**config.mk**
```make
export PLATFORM = sky130hd
export DESIGN_NAME = program_loader_flat
export DESIGN_NICKNAME = d
export VERILOG_FILES = /design/src/rtl/loader_pkg.sv /design/src/rtl/program_loader_if.sv /design/src/rtl/loader_csum.sv /design/src/rtl/program_loader.sv /design/src/flat_wrapper.sv
export SDC_FILE = /design/constraint.sdc
export NUM_CORES = 1
export LEC_CHECK = 0
export BUFFER_PORTS_ARGS = -buffer_cell sky130_fd_sc_hd__buf_4
export CAP_MARGIN = 20
export CELL_PAD_IN_SITES_DETAIL_PLACEMENT = 0
export CELL_PAD_IN_SITES_GLOBAL_PLACEMENT = 1
export CORE_AREA = 2 2 74 76
export DETAILED_ROUTE_END_ITERATION = 8
export DIE_AREA = 0 0 76 78
export PLACE_DENSITY = 0.84
export REMOVE_ABC_BUFFERS = 1
export SYNTH_ARGS = -nofsm -noshare
export SYNTH_HDL_FRONTEND = slang
export SYNTH_SLANG_ARGS = --single-unit
export TNS_END_PERCENT = 5
```
**constraint.sdc**
```tcl
create_clock -name clock -period 1.65 [get_ports clock]
set_input_delay 0 -clock clock [delete_from_list [all_inputs] [get_ports clock]]
set_output_delay 0 -clock clock [all_outputs]
set_load 0.05 [all_outputs]
```
**src/rtl/loader_pkg.sv**
```systemverilog
// Shared state encoding, frame constants and LEN validation for the program loader.
// Defining LOADER_CHECKSUM_EN adds the trailing checksum byte and the S_CHK state.
package loader_pkg;

  localparam int              BYTE_W      = 8;
  localparam logic [BYTE_W-1:0] LEN_INVALID = 8'h00;

`ifdef LOADER_CHECKSUM_EN
  typedef enum logic [2:0] {S_LEN, S_DATA, S_CHK, S_RUN, S_ERR} state_t;
`else
  typedef enum logic [2:0] {S_LEN, S_DATA, S_RUN, S_ERR} state_t;
`endif

  // A frame must carry at least one byte and must fit the memory without wrapping.
  function automatic logic len_ok(input logic [BYTE_W-1:0] len, input int addr_w);
    return (len != LEN_INVALID) && (int'(len) <= (1 << addr_w));
  endfunction

endpackage

```
**src/rtl/program_loader_if.sv**
```systemverilog
// Byte-stream input handshake and memory write port of the program loader.
interface program_loader_if #(
  parameter int ADDR_W = 8
) ();

  logic              in_valid;
  logic [7:0]        in_data;
  logic              in_ready;
  logic              mem_we;
  logic [ADDR_W-1:0] mem_addr;
  logic [7:0]        mem_wdata;

  modport master (
    output in_valid, in_data,
    input  in_ready, mem_we, mem_addr, mem_wdata
  );

  modport slave (
    input  in_valid, in_data,
    output in_ready, mem_we, mem_addr, mem_wdata
  );

endinterface

```
**src/rtl/loader_csum.sv**
```systemverilog
// Running 8-bit sum of the data bytes of a frame, compared against the CHK byte.
module loader_csum
  import loader_pkg::*;
(
  input  logic              clock,
  input  logic              reset_n,
  input  logic              i_clear,
  input  logic              i_acc,
  input  logic [BYTE_W-1:0] i_data,
  input  logic [BYTE_W-1:0] i_chk,
  output logic              o_match
);

  logic [BYTE_W-1:0] r_sum;

  // NOTE: clocked state uses non-blocking assignments so every register samples pre-edge values.
  always_ff @(posedge clock) begin
    if (!reset_n) begin
      r_sum <= '0;
    end else if (i_clear) begin
      r_sum <= '0;
    end else if (i_acc) begin
      r_sum <= r_sum + i_data;
    end
  end

  assign o_match = (r_sum == i_chk);

endmodule

```
**src/rtl/program_loader.sv**
```systemverilog
// Receives a LEN/data[/CHK] byte frame, writes it into CPU memory from address 0,
// then releases the CPU. Checksum byte and S_CHK exist only with LOADER_CHECKSUM_EN.
module program_loader
  import loader_pkg::*;
#(
  parameter int ADDR_W = 8
) (
  input  logic            clock,
  input  logic            reset_n,
  input  logic            restart,
  program_loader_if.slave bus,
  output logic            cpu_hold,
  output logic            cpu_start,
  output logic            load_err,
  output logic [ADDR_W:0] load_count
);

  localparam int CNT_W = ADDR_W + 1;

  state_t            r_state;
  state_t            w_next;
  logic [CNT_W-1:0]  r_len;
  logic [CNT_W-1:0]  r_count;
  logic              r_we;
  logic [ADDR_W-1:0] r_addr;
  logic [BYTE_W-1:0] r_wdata;
  logic              r_start;
  logic              w_start;
  logic              w_ready;
  logic              w_accept;
  logic              w_len_ok;
  logic              w_last;

  assign w_ready  = (r_state == S_LEN) || (r_state == S_DATA)
`ifdef LOADER_CHECKSUM_EN
                 || (r_state == S_CHK)
`endif
                 ;
  assign w_accept = bus.in_valid && w_ready;
  assign w_len_ok = len_ok(bus.in_data, ADDR_W);
  assign w_last   = ((r_count + CNT_W'(1)) == r_len);

`ifdef LOADER_CHECKSUM_EN
  logic w_match;

  loader_csum u_csum (
    .clock   (clock),
    .reset_n (reset_n),
    .i_clear (restart || (w_accept && (r_state == S_LEN))),
    .i_acc   (!restart && w_accept && (r_state == S_DATA)),
    .i_data  (bus.in_data),
    .i_chk   (bus.in_data),
    .o_match (w_match)
  );
`endif

  always_ff @(posedge clock) begin
    if (!reset_n) begin
      r_state <= S_LEN;
    end else begin
      r_state <= w_next;
    end
  end

  // NOTE: every always_comb output gets a default first, so no path can infer a latch.
  always_comb begin
    w_next  = r_state;
    w_start = 1'b0;
    if (restart) begin
      w_next = S_LEN;
    end else if (w_accept) begin
      case (r_state)
        S_LEN:   w_next = w_len_ok ? S_DATA : S_ERR;
        S_DATA: begin
          if (w_last) begin
`ifdef LOADER_CHECKSUM_EN
            w_next = S_CHK;
`else
            w_next  = S_RUN;
            w_start = 1'b1;
`endif
          end
        end
`ifdef LOADER_CHECKSUM_EN
        S_CHK: begin
          if (w_match) begin
            w_next  = S_RUN;
            w_start = 1'b1;
          end else begin
            w_next = S_ERR;
          end
        end
`endif
        default: w_next = r_state;
      endcase
    end
  end

  // A byte arriving together with restart is dropped, so it never reaches memory.
  always_ff @(posedge clock) begin
    if (!reset_n) begin
      r_len   <= '0;
      r_count <= '0;
      r_we    <= 1'b0;
      r_addr  <= '0;
      r_wdata <= '0;
      r_start <= 1'b0;
    end else begin
      r_we    <= 1'b0;
      r_start <= w_start;
      if (restart) begin
        r_count <= '0;
      end else if (w_accept && (r_state == S_LEN) && w_len_ok) begin
        r_len   <= CNT_W'(bus.in_data);
        r_count <= '0;
      end else if (w_accept && (r_state == S_DATA)) begin
        r_we    <= 1'b1;
        r_addr  <= r_count[ADDR_W-1:0];
        r_wdata <= bus.in_data;
        r_count <= r_count + CNT_W'(1);
      end
    end
  end

  assign bus.in_ready  = w_ready;
  assign bus.mem_we    = r_we;
  assign bus.mem_addr  = r_addr;
  assign bus.mem_wdata = r_wdata;
  assign cpu_hold      = (r_state != S_RUN);
  assign cpu_start     = r_start;
  assign load_err      = (r_state == S_ERR);
  assign load_count    = r_count;

endmodule

```
**src/flat_wrapper.sv**
```systemverilog
// flat-port wrapper written by rule: the top's interface ports become plain ports
module program_loader_flat import loader_pkg::*;
#(
  parameter int ADDR_W = 8
)
  (clock, reset_n, restart, cpu_hold, cpu_start, load_err, load_count, bus_in_valid, bus_in_data, bus_in_ready, bus_mem_we, bus_mem_addr, bus_mem_wdata);
  program_loader_if #(.ADDR_W(ADDR_W)) bus_i ();
  input  logic clock;
  input  logic reset_n;
  input  logic restart;
  output logic cpu_hold;
  output logic cpu_start;
  output logic load_err;
  output logic [ADDR_W:0] load_count;
  input wire logic [$bits(bus_i.in_valid)-1:0] bus_in_valid;
  input wire logic [$bits(bus_i.in_data)-1:0] bus_in_data;
  output wire logic [$bits(bus_i.in_ready)-1:0] bus_in_ready;
  output wire logic [$bits(bus_i.mem_we)-1:0] bus_mem_we;
  output wire logic [$bits(bus_i.mem_addr)-1:0] bus_mem_addr;
  output wire logic [$bits(bus_i.mem_wdata)-1:0] bus_mem_wdata;
  assign bus_i.in_valid = bus_in_valid;
  assign bus_i.in_data = bus_in_data;
  assign bus_in_ready = bus_i.in_ready;
  assign bus_mem_we = bus_i.mem_we;
  assign bus_mem_addr = bus_i.mem_addr;
  assign bus_mem_wdata = bus_i.mem_wdata;
  program_loader #(.ADDR_W(ADDR_W)) u_core (.clock(clock), .reset_n(reset_n), .restart(restart), .bus(bus_i), .cpu_hold(cpu_hold), .cpu_start(cpu_start), .load_err(load_err), .load_count(load_count));
endmodule
```
-- Yosys cells after proc, flatten, opt, wreduce, memory -nomap -nowiden
Cells that the tools add are included.
- register bits after elaboration: 38
- bits in latches: 0
- RAM bits: 0
- memory bits (read-only): 0
- input port bits: 12
- output and inout bits: 30
- logic and storage cells: 37
- memories kept: 0
- $add $sub $neg: 1
- multiply operators: 0
- div/mod/pow operators: 0
- order comparisons: 0
- equal/unequal tests: 5
- shifts and indexed selects: 0
- mux-type cells: 5
- bitwise gates (word level): 5
- reduce and logical (&&, ||, !) cells: 14
- operators with widths (cell ; count):
    $add 9x1->9 const B ; 1
    $eq 9x8->1 ; 1
    $reduce_bool 8->1 ; 1
    $pmux 3 s2 ; 1
    $reduce_and 3->1 ; 2
    $not 1->1 ; 5
    $logic_and 1x1->1 ; 4
    $reduce_or 4->1 ; 1
    $eq 3x1->1 const B ; 1
    $eq 3x2->1 const B ; 1
    $logic_not 3->1 ; 1
    $mux 3 ; 1
    $ne 3x2->1 const B ; 1
    $reduce_or 3->1 ; 1
    $mux 1 ; 2
    $mux 2 ; 1
    $ne 2x1->1 const B ; 1
    $reduce_and 2->1 ; 1
    $reduce_bool 2->1 ; 1
    $reduce_or 2->1 ; 1
    $logic_or 1x1->1 ; 1

-- Longest topological paths before layout
- depth after elaboration: 7
- depth in mapped cells: 8
- depth with buffers taken out: 7

-- Worst setup path after synthesis
Ideal clock, no wire load.
- kind: register to register
- start point: register u_core.r_count[0] (netlist: u_core.load_count[0])
- end point: register u_core.r_state[0]
- library setup time: 116 ps
- arrival: 2043 ps
- required time: 1534 ps
- path slack: -509 ps
- cell stages (with the launch flop): 9
- buffers on the path: 1
- period minus slack after synthesis: 2159 ps
- cell sequence: dfxtp_1 > ha_1 > buf_2 > nand2_2 > a311oi_2 > o2111ai_1 > a211oi_2 > and3_1 > nor2_1
- cells in the longest elaborated chain, start to end: 4
- ends and longest elaborated chain (element ; RTL line ; RTL):
    start, declared ; program_loader.sv:23 ; logic [CNT_W-1:0] r_count;
    start signal, assigned ; program_loader.sv:120 ; r_count <= r_count + CNT_W'(1);
    $add 9x1->9 ; program_loader.sv:41 ; assign w_last = ((r_count + CNT_W'(1)) == r_len);
    $eq 9x8->1 ; program_loader.sv:41 ;
    $ne 2x1->1 (no line) ; n/a ;
    $reduce_and 3->1 (no line) ; n/a ;
    end signal, assigned ; program_loader.sv:61 ; r_state <= w_next;
    end, declared ; program_loader.sv:20 ; state_t r_state;
Every way passes these cells.
A chain may end at the register's enable or synchronous reset.

-- Final worst setup path
Same ends and word-level chain as after synthesis.

==> results_dict.tcl <==
set metrics [dict create \
    wirelength_um 4391 \
    numPortBuffers 41 \
    h-tree-depth 2 \
    vias 1619 \
    grt_pass1_wl_um 7438 \
    synth-async-reset-ratio_pct 0 \
    clock-sinks 37 \
    synth_area_per_cell_um2 8.642 \
    drt_first_pass_iters 4 \
    critPathRequiredTime_ps 1840 \
    drc 0 \
    die_x_um 76 \
    synth_top_family_by_area "simple AND/OR/NAND/NOR gates" \
    rsz0062_at_grt "yes" \
    whs_path_depth 2 \
    worst-path-buf-inv 0 \
    synthSimpleGateAreaFrac_pct 27.61 \
    grt_pass1_vias 1580 \
    seq_area_um2 745.7 \
    ios 42 \
    max_stage_delay_ps 350 \
    cts.clk_slew.worst_paths_ps 80 \
    grt-ovfl-total 0 \
    die_area_um2 5928 \
    outcome "finished, violations left" \
    die_h_um 78 \
    hold_class "input pin to register" \
    synth_compound_area_share_pct 15.76 \
    end_kind "register" \
    fill_cells 493 \
    yosys_warnings 0 \
    place.gp.congestion 0.8365 \
    drtAntennaViolNets 0 \
    min_period_ps 1688 \
    tritoncts "done" \
    grt_max_degree 26 \
    coreArea_um2 5042 \
    insertion_delay_ps 290 \
    netlist_area_um2 1763 \
    cp_slowest_cell "dfxtp_2" \
    path_delay_family "compound AO/OA/AOI/OAI gates" \
    setup_ws_ps -38.09 \
    arrival_ps 1880 \
    diodes 0 \
    grt_usage_pct 15.72 \
    avgRoutedWirePerCell_um 12.95 \
    max_freq_mhz 592.4 \
    powerDensity_nw_per_um2 764.3 \
    rr_worst_depth 7 \
    start_util_pct 34.96 \
    hold_viol_final 0 \
    post-place-ws_ps -136.5 \
    violations "negative setup slack" \
    rows 26 \
    drv_cap 0 \
    yosys.area_share.adder_pct 0.7097 \
    synthMuxAreaShare_pct 4.542 \
    fin_skew_ps 7.347 \
    multi_input_area_um2 1013 \
    antenna_found_initial 0 \
    cp_cell_sequence "ha_4 -> xor2_1 -> a311oi_2 -> o2111ai_2 -> a211oi_2 -> and3_4 -> nor2_2" \
    final_nets 281 \
    path_depth 7 \
    drt-vias-per-instance 4.776 \
    worstSetupPathType "register to register" \
    area_delta_synth_final_pct 40.74 \
    timing.final.crit_share_pct 102.3 \
    netlist_instances 204 \
    maxSlewViolCount 0 \
    setup-violations-final 2 \
    relSlewSlack_pct 76.72 \
    ys_dominant_reg_cell "dfxtp_1" \
    utilization_pct 49.21 \
    r2r_setup_slack_ps -40 \
    synth_xor_area_share_pct 6.458 \
    yosys_register_bits 37 \
    drt_iter0_markers 120 \
    synthDistinctLibCells 40 \
    cts_buffer_depth 2 \
    p_leak_nw 0.9541 \
    crit_fanout 3 \
    ys_seq_area_share_pct 42.02 \
    synth_edf_count 0 \
    ir_drop_v 0.0004685 \
    critPathLaunchType "register" \
    cts_buffers 5 \
    cts-root-buf "clkbuf_8" \
    drive_gt1_share_pct 32.71 \
    worst_pin_slew_ps 348.8 \
    dp_hpwl_um 3105 \
]
-- repair_timing --
| action | in CTS | in global routing |
|---|---|---|
| setup endpoints to repair | 3 | 20 |
| pin swaps | 6 | 4 |
| hold buffers | 8 | 0 |
| endpoints found under the hold margin | 15 | 0 |
| setup buffers | 2 | 1 |
| resized for setup | 4 | 9 |
-- area by class of cell --
type	count	area share, %
Inverter	2	0.3026
Tap cell	70	3.530
Clock inverter	3	1.866
Timing Repair Buffer	65	20.63
Clock buffer	5	2.774
Sequential cell	37	30.06
Multi-Input combinational cell	157	40.85
-- Yosys cell counts, drive strengths merged, types with 2 or more instances --
| cell type | number | share of area (%) |
|---|---|---|
| xnor2 | 8 | 4.0 |
| nor4 | 3 | 1.1 |
| dfxtp | 37 | 42 |
| o2111ai | 2 | 0.99 |
| a21boi | 16 | 6.8 |
| and2 | 3 | 1.1 |
| nor2b | 14 | 5.1 |
| inv | 2 | 0.43 |
| o21ai | 5 | 1.4 |
| buf | 5 | 1.8 |
| or3 | 2 | 0.71 |
| and3 | 5 | 1.9 |
| clkbuf | 3 | 0.71 |
| o211ai | 2 | 0.85 |
| mux2i | 8 | 4.5 |
| a21oi | 5 | 1.4 |
| xor2 | 5 | 2.5 |
| nand2b | 4 | 1.4 |
| nor2 | 15 | 3.8 |
| nand2 | 44 | 9.7 |
| nand3 | 5 | 1.4 |
-- power breakdown --
part	internal (mW)	switching, mW
logic	0.0817	0.0864
clock network	0.453	0.354
registers	0.907	0.0150
-- path summary, 6_finish.rpt --
path | from | endpoint
max | u_core.load_count[0]$_SDFFE_PP0P_ | u_core.r_state[0]$_SDFFE_PP0P_
min | reset_n | u_core.bus.mem_wdata[0]$_SDFFE_PN0P_
max reg2reg | u_core.load_count[0]$_SDFFE_PP0P_ | u_core.r_state[0]$_SDFFE_PP0P_
min reg2reg | u_core.bus.mem_addr[3]$_SDFFE_PN0P_ | u_core.bus.mem_addr[3]$_SDFFE_PN0P_
-- kinds of logic after synthesis --
logic type	Yosys count
buffers and inverters	10
and+or+nand+nor	98
xor gates and xnor gates	13
muxes	8
adders and majority gates	1
DFF	37
AOI/OAI and AO/OA	37
-- metal layers --
layer / global-route usage, % / vias to the layer above / wire length [µm]
met3: 3.953 / 8 / 219
met1: 20.59 / 742 / 2135
li1: - / 826 / -
met5: 0 / - / 0
met2: 25.00 / 43 / 1983
met4: 6.000 / 0 / 53
-- per-stage QoR --
stage | total power [mW] | std cells | cell area, µm² | hold slack, ps | TNS [ps]
CTS | 1.914 | 338 | 2444 | 53.83 | 0
detailed placement | 1.088 | 320 | 2212 | 287.9 | -274.6
finish | 1.896 | 339 | 2481 | 75.46 | -42.50
global route | 1.964 | 339 | 2481 | 81.87 | -262.9
global placement | 1.087 | 320 | 2212 | 279.3 | -99.50
floorplan | 1.025 | 196 | 1719 | 128.2 | -2272
-- state kept, by name (all words and copies together), names as in the netlist --
| register | count |
|---|---|
| u_core.bus.mem_addr | 8 |
| u_core.bus.mem_wdata | 8 |
| u_core.bus.mem_we | 1 |
| u_core.cpu_start | 1 |
| u_core.load_count | 9 |
| u_core.r_len | 8 |
| u_core.r_state | 2 |
-- cells in the final DEF, fill, tap and decap left out, drive strengths merged, types with 2 or more instances in the layout --
cell         instances
a21boi              16
a21oi                5
and2                 3
and3                 5
buf                 57
clkbuf               5
dfxtp               37
dlygate4sd3          8
inv                  2
mux2i                8
nand2               44
nand2b               4
nand3                5
nor2                15
nor2b               14
nor4                 3
o2111ai              2
o211ai               2
o21ai                5
or3                  2
xnor2                8
xor2                 5
-- worst reg2reg max path, delay by kind of cell (launching register included) --
family          cells  cell delay [ps]
xor+xnor            1              150
flops               1              350
fa+ha+maj           1              240
simple gates        2              250
compound gates      3              600
No activity file was read; power rests on OpenSTA's default activity.
